$ cat src/rtl/dv_test_status_monitor.sv
// dv_test_status_monitor
// Snoops bus writes to the software test-status register, tracks the test
// phase (IDLE/BOOT/TEST/WFI/DONE), detects illegal status sequences and
// inactivity timeouts, and requests a single pass/fail banner from the
// consumer once the test has ended.
module dv_test_status_monitor #(
   parameter logic [31:0] StatusAddr    = 32'h0041_1000,
   parameter int unsigned TimeoutCycles = 1_000_000,
   parameter int unsigned CntWidth      = 8
) (
   input  logic                clk_i,
   input  logic                rst_ni,
   input  logic                wr_valid_i,
   input  logic [31:0]         wr_addr_i,
   input  logic [31:0]         wr_data_i,
   input  logic                report_ack_i,
   output logic [2:0]          state_o,
   output logic                test_done_o,
   output logic                test_passed_o,
   output logic                timeout_o,
   output logic                protocol_err_o,
   output logic                report_req_o,
   output logic [CntWidth-1:0] status_cnt_o
);

   // Timeout counter only needs to reach TimeoutCycles-1.
   localparam int unsigned TW = (TimeoutCycles > 2) ? $clog2(TimeoutCycles) : 1;
   localparam logic [TW-1:0] TO_LIMIT = TW'(TimeoutCycles - 1);
   localparam logic [CntWidth-1:0] CNT_MAX = {CntWidth{1'b1}};

   // Software status codes (low half-word of the write data).
   localparam logic [15:0] CODE_BOOT    = 16'hb090;
   localparam logic [15:0] CODE_IN_TEST = 16'h4354;
   localparam logic [15:0] CODE_WFI     = 16'h1d1e;
   localparam logic [15:0] CODE_PASSED  = 16'h900d;
   localparam logic [15:0] CODE_FAILED  = 16'hbaad;

   typedef enum logic [2:0] {
      ST_IDLE = 3'd0,
      ST_BOOT = 3'd1,
      ST_TEST = 3'd2,
      ST_WFI  = 3'd3,
      ST_DONE = 3'd4
   } state_e;

   // True for any of the five recognised status codes.
   function automatic logic is_known_code(input logic [15:0] code);
      logic known;
      case (code)
         CODE_BOOT, CODE_IN_TEST, CODE_WFI, CODE_PASSED, CODE_FAILED: known = 1'b1;
         default:                                                      known = 1'b0;
      endcase
      return known;
   endfunction

   // Registered state
   state_e                r_state;
   logic                  r_done;
   logic                  r_passed;
   logic                  r_timeout;
   logic                  r_perr;
   logic                  r_report_req;
   logic [TW-1:0]         r_to_cnt;
   logic [CntWidth-1:0]   r_status_cnt;

   // Combinational next-state values
   state_e                w_state_nxt;
   logic                  w_passed_nxt;
   logic                  w_timeout_nxt;
   logic                  w_perr_nxt;
   logic                  w_report_req_nxt;
   logic [TW-1:0]         w_to_cnt_nxt;
   logic [CntWidth-1:0]   w_status_cnt_nxt;

   logic                  w_decoded;
   logic                  w_active;
   logic                  w_expire;
   logic                  w_done_entry;
   logic [15:0]           w_code;
   logic                  w_unused_data;

   assign w_code        = wr_data_i[15:0];
   assign w_unused_data = ^wr_data_i[31:16];

   // Decode status writes and detect timeout expiry.
   always_comb begin
      w_active  = (r_state == ST_BOOT) || (r_state == ST_TEST) || (r_state == ST_WFI);
      // DONE is terminal: writes seen there are not decoded at all.
      w_decoded = wr_valid_i && (wr_addr_i == StatusAddr) && is_known_code(w_code)
                  && (r_state != ST_DONE);
      w_expire  = w_active && (r_to_cnt == TO_LIMIT);
   end

   // Next-state and sticky-flag logic; a decoded write beats timeout expiry.
   always_comb begin
      w_state_nxt   = r_state;
      w_passed_nxt  = r_passed;
      w_timeout_nxt = r_timeout;
      w_perr_nxt    = r_perr;
      if (w_decoded) begin
         case (r_state)
            ST_IDLE, ST_BOOT: begin
               if (w_code == CODE_BOOT) begin
                  w_state_nxt = ST_BOOT;
               end else if (w_code == CODE_IN_TEST) begin
                  w_state_nxt = ST_TEST;
               end else if (w_code == CODE_PASSED) begin
                  // Passing before the test ever started is not credible.
                  w_state_nxt  = ST_DONE;
                  w_passed_nxt = 1'b0;
                  w_perr_nxt   = 1'b1;
               end else if (w_code == CODE_FAILED) begin
                  w_state_nxt  = ST_DONE;
                  w_passed_nxt = 1'b0;
               end else if ((w_code == CODE_WFI) && (r_state == ST_BOOT)) begin
                  // WFI during boot is illegal; stay in BOOT.
                  w_perr_nxt = 1'b1;
               end else begin
                  w_state_nxt = r_state;
               end
            end
            ST_TEST, ST_WFI: begin
               if (w_code == CODE_IN_TEST) begin
                  w_state_nxt = ST_TEST;
               end else if (w_code == CODE_WFI) begin
                  w_state_nxt = ST_WFI;
               end else if (w_code == CODE_PASSED) begin
                  w_state_nxt  = ST_DONE;
                  w_passed_nxt = 1'b1;
               end else if (w_code == CODE_FAILED) begin
                  w_state_nxt  = ST_DONE;
                  w_passed_nxt = 1'b0;
               end else begin
                  w_state_nxt = r_state;
               end
            end
            default: begin
               w_state_nxt = r_state;
            end
         endcase
      end else if (w_expire) begin
         w_state_nxt   = ST_DONE;
         w_timeout_nxt = 1'b1;
         w_passed_nxt  = 1'b0;
      end else begin
         w_state_nxt = r_state;
      end
   end

   // Timeout counter, status-write counter and banner request next values.
   always_comb begin
      w_to_cnt_nxt     = r_to_cnt;
      w_status_cnt_nxt = r_status_cnt;
      w_report_req_nxt = r_report_req;
      w_done_entry     = (r_state != ST_DONE) && (w_state_nxt == ST_DONE);

      // Every decoded write (including BOOT entry) restarts the inactivity window.
      if (w_decoded) begin
         w_to_cnt_nxt = {TW{1'b0}};
      end else if (w_active && !w_expire) begin
         w_to_cnt_nxt = r_to_cnt + TW'(1);
      end else begin
         w_to_cnt_nxt = r_to_cnt;
      end

      if (w_decoded && (r_status_cnt != CNT_MAX)) begin
         w_status_cnt_nxt = r_status_cnt + CntWidth'(1);
      end else begin
         w_status_cnt_nxt = r_status_cnt;
      end

      // DONE is entered only once per reset, so the request can only rise once.
      if (w_done_entry) begin
         w_report_req_nxt = 1'b1;
      end else if (r_report_req && report_ack_i) begin
         w_report_req_nxt = 1'b0;
      end else begin
         w_report_req_nxt = r_report_req;
      end
   end

   // State register with asynchronous clear of every output and counter.
   always_ff @(posedge clk_i or negedge rst_ni) begin
      if (!rst_ni) begin
         r_state      <= ST_IDLE;
         r_done       <= 1'b0;
         r_passed     <= 1'b0;
         r_timeout    <= 1'b0;
         r_perr       <= 1'b0;
         r_report_req <= 1'b0;
         r_to_cnt     <= {TW{1'b0}};
         r_status_cnt <= {CntWidth{1'b0}};
      end else begin
         r_state      <= w_state_nxt;
         r_done       <= (w_state_nxt == ST_DONE);
         r_passed     <= w_passed_nxt;
         r_timeout    <= w_timeout_nxt;
         r_perr       <= w_perr_nxt;
         r_report_req <= w_report_req_nxt;
         r_to_cnt     <= w_to_cnt_nxt;
         r_status_cnt <= w_status_cnt_nxt;
      end
   end

   assign state_o        = r_state;
   assign test_done_o    = r_done;
   assign test_passed_o  = r_done & r_passed;
   assign timeout_o      = r_timeout;
   assign protocol_err_o = r_perr;
   assign report_req_o   = r_report_req;
   assign status_cnt_o   = r_status_cnt;

endmodule

$ cat config.mk
export PLATFORM = sky130hd
export DESIGN_NAME = dv_test_status_monitor
export DESIGN_NICKNAME = d
export VERILOG_FILES = /design/src/rtl/dv_test_status_monitor.sv
export SDC_FILE = /design/constraint.sdc
export NUM_CORES = 1
export LEC_CHECK = 0
export BUFFER_PORTS_ARGS = -buffer_cell sky130_fd_sc_hd__buf_2
export CORE_ASPECT_RATIO = 1.4
export CORE_MARGIN = 3
export CORE_UTILIZATION = 35
export CTS_CLUSTER_SIZE = 25
export DETAILED_ROUTE_END_ITERATION = 10
export GPL_ROUTABILITY_DRIVEN = 1
export HOLD_SLACK_MARGIN = 0.05
export PLACE_DENSITY_LB_ADDON = 0.25
export SLEW_MARGIN = 20
export SYNTH_ARGS = -nofsm -noshare
export SYNTH_HDL_FRONTEND = slang
export SYNTH_SLANG_ARGS = --single-unit
$ cat constraint.sdc
create_clock -name clk_i -period 2.7 [get_ports clk_i]
set_input_delay 0.54 -clock clk_i [delete_from_list [all_inputs] [get_ports clk_i]]
set_output_delay 0.54 -clock clk_i [all_outputs]
set_load 0.02 [all_outputs]
==> out/results.txt, run 1 <==
Worst VDD drop = 0.174 mV
Unique masters post-synth = 48
fin crit share = 89.1%
vias per cell = 5.40
cell taking the most area after synthesis = dfrtp_1
Net Switching = 0.215 mW
Cell Area, Placed = 0.00267 mm^2
max cap viols = 0
pin count of the biggest net entering global routing = 37
Worst Setup Start Kind = flip-flop
CP startpoint = r_to_cnt[7]
Core Box Area = 0.00595 mm^2
Routability Congestion = 0.858
first-pass GRT wire length = 8830 um
clock root cell = clkbuf_8
Critical Path RT = 2.87 ns
port bufs = 67
DR iter-0 viols = 68
Ant. Diodes = 0
worst relative slew slack = 46.2%
top cells by area, synth = dfrtp_1 (41%), xnor2_1 (5.6%), nor2_1 (5.5%)
routed vias = 2123
Clk pwr share = 40.1%
post-synth top area share = 41.3%
CP max FO = 10
total gr overflow = 0
I/O pins = 84
initial antenna violation count = 0
Util after Layout = 46.4%
CTS sink count = 36
Worst Skew = 0.00649 ns
max frequency = 0.416 GHz
number of synthesized flops with an enable pin = 0
WS Path Type = reg -> reg
post-synthesis sequential area ratio = 41.3%
Worst-path clk slew = 0.07 ns
Leakage = 1.23 nW
final net count = 393
synthesized cell area = 0.00218 mm^2
sequential share of power = 53.1%
Post-DRT Antenna Nets = 0
most frequent cell after synthesis = dfrtp_1
post-detail-place hpwl = 4120 um
WP data arrival = 2.57 ns
Area Growth Syn to Fin = 26.5%
Setup Viol. Count Final = 0
post-CTS sizing = 0
Setup Buffers After CTS = 0
Design Area, Final = 0.00276 mm^2
Skew-Pair Late Insertion Delay = 0.28 ns
syn_nets = 315
total track usage = 15.2%
die footprint = 0.00723 mm^2
share of flip-flops with an asynchronous set or reset = 100%
Max clock buf depth = 2
wire per inst = 13.8 um
die width = 72.8 um
status = finished clean
std cell rows = 33
Primary FF master, synth = dfrtp_1
Slew @ Worst Pin = 0.807 ns
internal power = 0.801 mW
Starting Density = 36.7%
P per Cell Area = 368 mW/mm^2
Final min period = 2.41 ns
most frequent cells after synthesis = dfrtp_1 (36), nor2_1 (32), nand2_1 (24), nand3_1 (15), xnor2_1 (14)
setup_tns = 0 ns
proportion of layout cells with a drive suffix above 1 = 28.2%
CP most frequent cell = or4_1
total CTS buffers = 5
DR pass1 iterations = 4
Crit-path slowest cell = or4_1
Synth Warn # = 0
Mapped Cells = 245
syn avg cell area = 8.91 um^2
vias in the first global route = 1978
worst r2r src = r_to_cnt[7]
critical-path cell list = or4_1 > or4_1 > o211ai_4 > nor3_1 > xnor2_1 > nor2_1
max-slew violations = 0
switching share of power = 21.1%
flops & latches, synth = 36
worst hold path type = in -> async
CTS tree = done
Routed WL = 5420 um
critical path's largest stage delay = 0.65 ns
H-tree depth = 2
Die H = 99.5 um
Logic pwr share = 6.8%
Fin. Hold Viols = 0
DR DRC count = 0
CTS Hold Bufs = 0
CP Capture Type = flip-flop
RSZ-0062 raised after global routing = no
## sequential cells by signal (all words and copies together), names as in the netlist
| signal | flops |
|---|---|
| r_to_cnt | 20 |
| status_cnt_o | 8 |
| state_o | 3 |
| protocol_err_o | 1 |
| r_passed | 1 |
| report_req_o | 1 |
| test_done_o | 1 |
| timeout_o | 1 |
## through the flow
stage | hold WS, ns | std cells | power (mW) | setup slack, ns
6_report | 0.341 | 393 | 1.02 | 0.293
5_1_grt | 0.392 | 393 | 1.06 | 0.118
4_1_cts | 0.367 | 393 | 1.03 | 0.263
3_5_place_dp | 0.447 | 386 | 0.619 | 0.115
3_3_place_gp | 0.443 | 386 | 0.618 | 0.169
2_1_floorplan | 0.244 | 245 | 0.563 | 0.475
## power groups by stage
stage | Combinational (mW) | Sequential (mW) | Clock (mW)
after floorplan | 0.0132 | 0.550 | 0
after global placement | 0.0686 | 0.549 | 0
after detailed placement | 0.0698 | 0.549 | 0
after CTS | 0.0700 | 0.539 | 0.426
after global routing | 0.0765 | 0.539 | 0.449
final | 0.0690 | 0.539 | 0.407
## cell families (layout without fill, tap and decap cells)
group	after synthesis	count (layout)	share of synthesized area, %
and+or+nand+nor	136	136	34.2
AOI/OAI and AO/OA	36	36	11.3
DFF	36	36	41.3
xor gates and xnor gates	18	18	7.22
buffers and inverters	12	90	2.35
muxes	5	5	2.46
adders and majority gates	2	2	1.15
## cell usage in the layout, fill, tap and decap left out, types with 7 or more instances in the layout
| cell | count |
|---|---|
| dfrtp_1 | 36 |
| buf_2 | 67 |
| nor2_1 | 32 |
| nor4_1 | 10 |
| nand4_1 | 9 |
| nor3_1 | 8 |
| a21oi_1 | 12 |
| buf_4 | 9 |
| xnor2_1 | 14 |
| clkbuf_8 | 7 |
| nand2_1 | 24 |
| nand3_1 | 15 |
## routing by layer
layer	GRT usage, %	up-vias	part of all wire [%]
li1	-	1068	-
met5	0	-	0
met3	3.24	8	8.8
met2	27.6	92	50
met1	17.0	955	39
met4	5.68	0	1.6
## critical path: cells and delay by family, from the launching register on
family           cells  cell delay (ns)
XOR/XNOR             1             0.14
flip-flops           1             0.42
AND/OR/NAND/NOR      4             1.40
AO/OA/AOI/OAI        1             0.33
## worst paths after layout
kind	endpoint	slack [ns]	cells after the start
max	r_to_cnt[17]	0.29	6
min	status_cnt_o[3]	0.34	1
max reg2reg	r_to_cnt[17]	0.29	6
min reg2reg	protocol_err_o	0.46	2
max in group asynchronous	r_to_cnt[2]	1.84	1
min in group clk_i	protocol_err_o	0.46	2
## final cells by class
cell class                 instances  area [um^2]
fill                             588         3180
sequential                        36          901
clock buffer                       7         96.3
multi-input combinational        197         1230
timing repair buffer              77          423
inverter                           6         22.5
tap                               70         87.6
(Power assumes the default switching activity.)
==> run 2, diff against run 1 <==
Settings changed: PLACE_DENSITY_LB_ADDON 0.25 to unset.
==> out/results.txt, run 2 (synthesized netlist as in run 1, its figures left out) <==
status = finished clean (unchanged)
proportion of layout cells with a drive suffix above 1 = 27.2% (was 28.2%)
routed vias = 2147 (was 2123)
Setup Viol. Count Final = 0 (unchanged)
DR iter-0 viols = 71 (was 68)
Worst VDD drop = 0.218 mV (was 0.174 mV)
CTS tree = done (unchanged)
Design Area, Final = 0.00271 mm^2 (was 0.00276 mm^2)
first-pass GRT wire length = 8940 um (was 8830 um)
Ant. Diodes = 0 (unchanged)
Cell Area, Placed = 0.00263 mm^2 (was 0.00267 mm^2)
Worst Skew = 0.00547 ns (was 0.00649 ns)
CTS Hold Bufs = 0 (unchanged)
CP Capture Type = flip-flop (unchanged)
Max clock buf depth = 2 (unchanged)
power consumption = 0.959 mW (was 1.02 mW)
fin crit share = 91.7% (was 89.1%)
worst hold path type = in -> async (unchanged)
WS Path Type = reg -> reg (unchanged)
Fin. Hold Viols = 0 (unchanged)
critical-path cell list = or4_1 > or4_1 > o211ai_4 > nor3_1 > xnor2_1 > nor2_1 (unchanged)
Skew-Pair Late Insertion Delay = 0.28 ns (about the same)
DR DRC count = 0 (unchanged)
Area Growth Syn to Fin = 24.0% (was 26.5%)
worst relative slew slack = 45.7% (was 46.2%)
total CTS buffers = 5 (unchanged)
Critical Path RT = 2.87 ns (about the same)
Leakage = 1.21 nW (was 1.23 nW)
die footprint = 0.00723 mm^2 (unchanged)
critical path's largest stage delay = 0.71 ns (was 0.65 ns)
Buf/Inv on CP = 0 (unchanged)
pin count of the biggest net entering global routing = 37 (unchanged)
post-detail-place hpwl = 4320 um (was 4120 um)
Post-DRT Antenna Nets = 0 (unchanged)
max frequency = 0.404 GHz (was 0.416 GHz)
final cell count without fillers = 390 (was 393)
wire per inst = 14.2 um (was 13.8 um)
total track usage = 15.2% (about the same)
max cap viols = 0 (unchanged)
Util after Layout = 45.5% (was 46.4%)
Die H = 99.5 um (unchanged)
post-CTS sizing = 0 (unchanged)
max reg flops = 20 (unchanged)
initial antenna violation count = 0 (unchanged)
total gr overflow = 0 (unchanged)
CP most frequent cell = or4_1 (unchanged)
port bufs = 67 (unchanged)
Worst Setup Start Kind = flip-flop (unchanged)
vias per cell = 5.51 (was 5.40)
Core Box Area = 0.00595 mm^2 (unchanged)
I/O pins = 84 (unchanged)
Routed WL = 5540 um (was 5420 um)
Slew @ Worst Pin = 0.814 ns (was 0.807 ns)
most frequent cells in the layout = buf_2 (67), dfrtp_1 (36), nor2_1 (32) (unchanged)
Crit-path slowest cell = or4_1 (unchanged)
WP data arrival = 2.65 ns (was 2.57 ns)
Final min period = 2.48 ns (was 2.41 ns)
clock root cell = clkbuf_8 (unchanged)
DR pass1 iterations = 4 (unchanged)
Setup Buffers After CTS = 0 (unchanged)
P per Cell Area = 354 mW/mm^2 (was 368 mW/mm^2)
CP max FO = 10 (unchanged)
Routability Congestion = 0.854 (was 0.858)
placed insts = 383 (was 386)
Starting Density = 36.7% (unchanged)
die width = 72.8 um (unchanged)
std cell rows = 33 (unchanged)
max-slew violations = 0 (unchanged)
setup_tns = 0 ns (unchanged)
CTS sink count = 36 (unchanged)
H-tree depth = 2 (unchanged)
final net count = 390 (was 393)
Top delay family on crit path = simple AND/OR/NAND/NOR gates (unchanged)
Worst-path clk slew = 0.07 ns (about the same)
vias in the first global route = 2060 (was 1978)
RSZ-0062 raised after global routing = no (unchanged)
commonest non-fill, non-tap cell in the layout = buf_2 (unchanged)
Biggest register = r_to_cnt (unchanged)
[run 2: cell types whose count changed in the layout (fill, tap and decap cells not counted)]
cell | previous run | this run
clkbuf_8 | 7 | 5
clkbuf_1 | 0 | 1
buf_12 | 1 | 0
buf_4 | 9 | 7
clkinv_2 | 0 | 1
[run 2: worst paths after layout]
check,from,to,slack (ns),cells after the start
max in group asynchronous,rst_ni,state_o[2],1.84,1
min in group clk_i,protocol_err_o,protocol_err_o,0.47,2
max,r_to_cnt[7],r_to_cnt[19],0.22,6
min,rst_ni,status_cnt_o[1],0.35,1
max reg2reg,r_to_cnt[7],r_to_cnt[19],0.22,6
min reg2reg,protocol_err_o,protocol_err_o,0.47,2
[run 2: final cells by class]
type	count	area, um^2
clock inverters	1	5.00
clock buffers	6	72.6
repair buffers	74	388
fillers	608	3240
well taps	70	87.6
multi-input cells	197	1230
inverters	6	22.5
flip-flops and latches	36	901
[run 2: stage by stage]
| stage | hold slack [ns] | setup slack [ns] |
|---|---|---|
| final | 0.354 | 0.223 |
| after global routing | 0.406 | 0.0743 |
| after CTS | 0.385 | 0.189 |
| after detailed placement | 0.463 | 0.135 |
| after global placement | 0.457 | 0.143 |
| after floorplan | 0.244 | 0.475 |
[run 2: per-layer routing]
| layer | up-vias | wire length, um | track usage [%] |
|---|---|---|---|
| li1 | 1063 | - | - |
| met1 | 1000 | 2210 | 17.1 |
| met2 | 77 | 2810 | 27.8 |
| met3 | 7 | 434 | 3.13 |
| met4 | 0 | 80 | 4.97 |
| met5 | - | 0 | 0 |
[run 2: where the power goes]
part	internal, mW	switching (mW)	total [mW]
clock network	0.175	0.177	0.352
logic	0.0340	0.0339	0.0679
registers	0.539	0.000000000000419	0.539
